--- config.mk ---
export PLATFORM = sky130hd
export DESIGN_NAME = tff_bank
export DESIGN_NICKNAME = d
export VERILOG_FILES = /design/src/rtl/tff_bank.sv
export SDC_FILE = /design/constraint.sdc
export NUM_CORES = 1
export LEC_CHECK = 0
export ABC_AREA = 1
export BUFFER_PORTS_ARGS = -buffer_cell sky130_fd_sc_hd__buf_2
export CORE_MARGIN = 4
export CORE_UTILIZATION = 45
export CTS_CLUSTER_SIZE = 8
export DETAILED_ROUTE_END_ITERATION = 16
export PLACE_DENSITY = 0.71
export SYNTH_ARGS = -nofsm -noshare
export SYNTH_HDL_FRONTEND = slang
export SYNTH_SLANG_ARGS = --single-unit
export TNS_END_PERCENT = 5
--- constraint.sdc ---
create_clock -name clk -period 2.1 [get_ports clk]
set_clock_uncertainty 0.05 [all_clocks]
set_input_delay 0.21 -clock clk [delete_from_list [all_inputs] [get_ports clk]]
set_output_delay 0.21 -clock clk [all_outputs]
set_load 0.01 [all_outputs]
--- src/rtl/tff_bank.sv ---
// Bank of WIDTH T cells: hold/toggle/load/up-down count, 1-cycle registered latency, no backpressure.
// Optional `TFF_BANK_SYNC_CLR_EN adds i_clr, a synchronous clear to RESET_VAL that overrides every mode.
module tff_bank #(
  parameter int               WIDTH     = 8,
  parameter logic [WIDTH-1:0] RESET_VAL = '0
) (
  input  logic             clk,
  input  logic             reset,
  input  logic             i_en,
`ifdef TFF_BANK_SYNC_CLR_EN
  input  logic             i_clr,
`endif
  input  logic [1:0]       i_mode,
  input  logic [WIDTH-1:0] i_t,
  input  logic [WIDTH-1:0] i_d,
  input  logic             i_up,
  output logic [WIDTH-1:0] o_q,
  output logic             o_tc,
  output logic             o_changed
);

  typedef enum logic [1:0] {
    MODE_HOLD   = 2'b00,
    MODE_TOGGLE = 2'b01,
    MODE_LOAD   = 2'b10,
    MODE_COUNT  = 2'b11
  } mode_e;

  logic [WIDTH-1:0] q_q, q_d;
  logic             tc_q, tc_d;
  logic             changed_q, changed_d;
  logic [WIDTH-1:0] cnt_t;
  logic             cnt_wrap;
  mode_e            mode;

  assign mode = mode_e'(i_mode);

  // Ripple T-chain: bit k toggles when every lower bit is 1 (up) or 0 (down).
  always_comb begin
    cnt_t    = '0;
    cnt_t[0] = 1'b1;
    for (int k = 1; k < WIDTH; k++) begin
      cnt_t[k] = cnt_t[k-1] & (i_up ? q_q[k-1] : ~q_q[k-1]);
    end
    cnt_wrap = cnt_t[WIDTH-1] & (i_up ? q_q[WIDTH-1] : ~q_q[WIDTH-1]);
  end

  always_comb begin
    q_d  = q_q;
    tc_d = 1'b0;
    if (i_en) begin
      case (mode)
        MODE_HOLD:   q_d = q_q;
        MODE_TOGGLE: q_d = q_q ^ i_t;
        MODE_LOAD:   q_d = i_d;
        MODE_COUNT: begin
          q_d  = q_q ^ cnt_t;
          tc_d = cnt_wrap;
        end
        default:     q_d = q_q;
      endcase
    end
`ifdef TFF_BANK_SYNC_CLR_EN
    if (i_clr) begin
      q_d  = RESET_VAL;
      tc_d = 1'b0;
    end
`endif
    changed_d = |(q_d ^ q_q);
  end

  always_ff @(posedge clk or negedge reset) begin
    if (!reset) begin
      q_q       <= RESET_VAL;
      tc_q      <= 1'b0;
      changed_q <= 1'b0;
    end else begin
      q_q       <= q_d;
      tc_q      <= tc_d;
      changed_q <= changed_d;
    end
  end

  assign o_q       = q_q;
  assign o_tc      = tc_q;
  assign o_changed = changed_q;

endmodule
==> results.ini <==
[power_and_ir_drop]
power.leakage_nw=0.6834
combPwrFrac=0.455
p_seq_frac=0.365
p_sw_uw=340.4
power.internal_uw=418.0
vdd_drop_max_v=0.0003701
power_uw=758.3
clkPwrFrac=0.180
p_sw_frac=0.4488
power_density_nw_per_um2=585.6

[critical_path]
worstPathRequired_ns=2.20
rr_worst_depth=9
r2r_start=o_q[1]
crit_fanout=12
cp-start-kind=register
endpoint=o_changed
reg2reg_slack_ns=0.28
r2r-end=o_changed
end_kind=register
critPathLaunch=o_q[1]
criticalPathCategory=reg2reg
arrival_ns=1.92

[final_layout]
areaGrowthSynthToFinish_pct=16.69
diodes=0
fillers=236
drive_above_1_share=0.2441
fin_area_um2=1295
finalNetCount=237

[route]
drc_errors=0
routed_wl_um=2861
via_count=1277
drt_first_pass_iters=4
drt_iter0_drc=40
detail-route-antenna-nets=0
avgViaCountPerCell=5.299
wl_per_cell_um=11.87

[global_route]
grt-ovfl-total=0
grt_antenna_before_repair=0
grt_max_degree=16
grtUsageTotal=0.1924
grt_first_pass_wirelength_um=5140
grt_pass1_vias=1198

[flow_run]
maxCapViolations=0

[sta]
finalSetupTns_ns=0
rsz0062_at_grt=no
fmax_mhz=548.9
slew_viol_final=0
worstMarginPinSlew_ns=0.3773
finalWorstSetupSlack_ns=0.2782
finalCritPeriodShare=0.8675
fin_crit_ns=1.822
finalHoldViolations=0
finalSetupViolCount=0
slew_headroom=0.7485

[floorplan]
initial_utilization=0.4876
num_rows=17
die_w_um=57.66
die_h_um=57.66
core_um2=2276
dieArea_um2=3325
io_pins=32

[cts]
cts_tree=built
clk-insertion-delay-late_ns=0.27
cts_made_buffers=3
post_cts_buffers=0
cts.path.max_buffers=2
htree_levels=1
path_clk_slew_ns=0.07
clock_sinks=10
cts-root-buf=clkbuf_4

[yosys]
yosysMostFrequentCell=nand2_1
synth_top_area_share=0.2255
ys_warn_count=0
synth_seq_cells=10
syn-instance-count=182
async_flop_share=1.000
synthTopCellsByCount=nand2_1, nand3_1, inv_1, nor2_1, dfrtp_1
synth.avg_cell_area_um2=6.098
synth.distinct_cells=33
synth_largest_area_cell=dfrtp_1
syn-num-nets=204
synth-edff-count=0
synth_area_um2=1110
synth-seq-area-share=0.2255
ys_dominant_reg_cell=dfrtp_1
yosys-top-cells-area=dfrtp_1, nand2_1, nand3_1, inv_1, nor2_1

[place]
placed_area_um2=1262
hpwl_um=2228
gp_congestion=0.8730
port_buffers=31
dp_slack_ns=0.3150

[outcome]
status=finished clean

[hold_path]
hp-class=in2reg

==> logic make-up after synthesis <==
group / after synthesis / share of synthesized area
AO/OA/AOI/OAI: 22 / 0.1375
buffers and inverters: 25 / 0.1071
XOR/XNOR: 3 / 0.02368
AND/OR/NAND/NOR: 122 / 0.5062
flip-flops: 10 / 0.2255
==> worst max-delay path, cell delays in order (launching register included) <==
cell,delay [ns]
dfrtp_1,0.57
nand3_1,0.16
a21oi_1,0.27
nand3_1,0.15
nand2_1,0.09
nand3_1,0.11
nand3_1,0.10
nand2_1,0.06
nor2_1,0.08
nand3_1,0.07
==> layer usage <==
metal  global-route usage  wire length [um]  vias to the layer above
li1                     -                 -                      655
met1               0.2551              1262                      572
met2               0.3065              1349                       44
met3              0.03118               201                        6
met4              0.08609                47                        0
met5                    0                 0                        -
==> timing repair <==
| item | 4_1_cts | 5_1_grt |
|---|---|---|
| endpoints found under the hold margin | 10 | 0 |
| resized for setup | 0 | 0 |
| hold buffers | 1 | 0 |
==> cells in the final DEF (no fill, tap or decap), types with 3 or more instances in the layout <==
master    count
a21oi_1       5
inv_2         3
buf_2        31
nand3_1      31
nor2_2        3
clkbuf_4      3
inv_1        16
nor2_1       16
nor2_4        3
dfrtp_1      10
o21ai_0       3
a22oi_1       4
nand2_1      62
==> layout make-up <==
cell class              instances  area, um^2  area share
repair buffers                 32       165.2      0.1275
flip-flops and latches         10       250.2      0.1932
multi-input cells             147       740.7      0.5720
clock buffers                   3       22.52     0.01739
well taps                      28       35.03     0.02705
inverters                      21       81.33     0.06280
==> power groups by stage <==
| stage | logic (mW) | registers [mW] | clock network, mW |
|---|---|---|---|
| floorplan | 0.250 | 0.272 | 0 |
| global placement | 0.337 | 0.278 | 0 |
| detailed placement | 0.342 | 0.279 | 0 |
| CTS | 0.346 | 0.275 | 0.140 |
| global route | 0.394 | 0.285 | 0.148 |
| finish | 0.345 | 0.277 | 0.136 |
==> registers in the layout, indices dropped and copies added, names as in the netlist <==
name and flops:
o_q 8, o_tc 1, o_changed 1
==> worst min path at each step <==
stage | start | end | slack, ns | depth (start not counted)
floorplan | reset | o_changed | -0.14 | 0
finish | i_t[0] | o_q[0] | 0.25 | 4
global route | i_en | o_tc | 0.29 | 3
detailed placement | reset | o_q[6] | 0.05 | 1
CTS | i_t[0] | o_q[0] | 0.24 | 4
global placement | reset | o_q[6] | 0.04 | 1
==> stage by stage <==
stage	instances	util	hold slack (ns)
detailed placement	237	0.5547	0.04615
finish	241	0.5690	0.2537
global placement	237	0.5547	0.04245
CTS	241	0.5690	0.2376
floorplan	182	-	-0.1356
global route	241	0.5690	0.2940
Note: power is estimated with default switching activity, not from simulation.
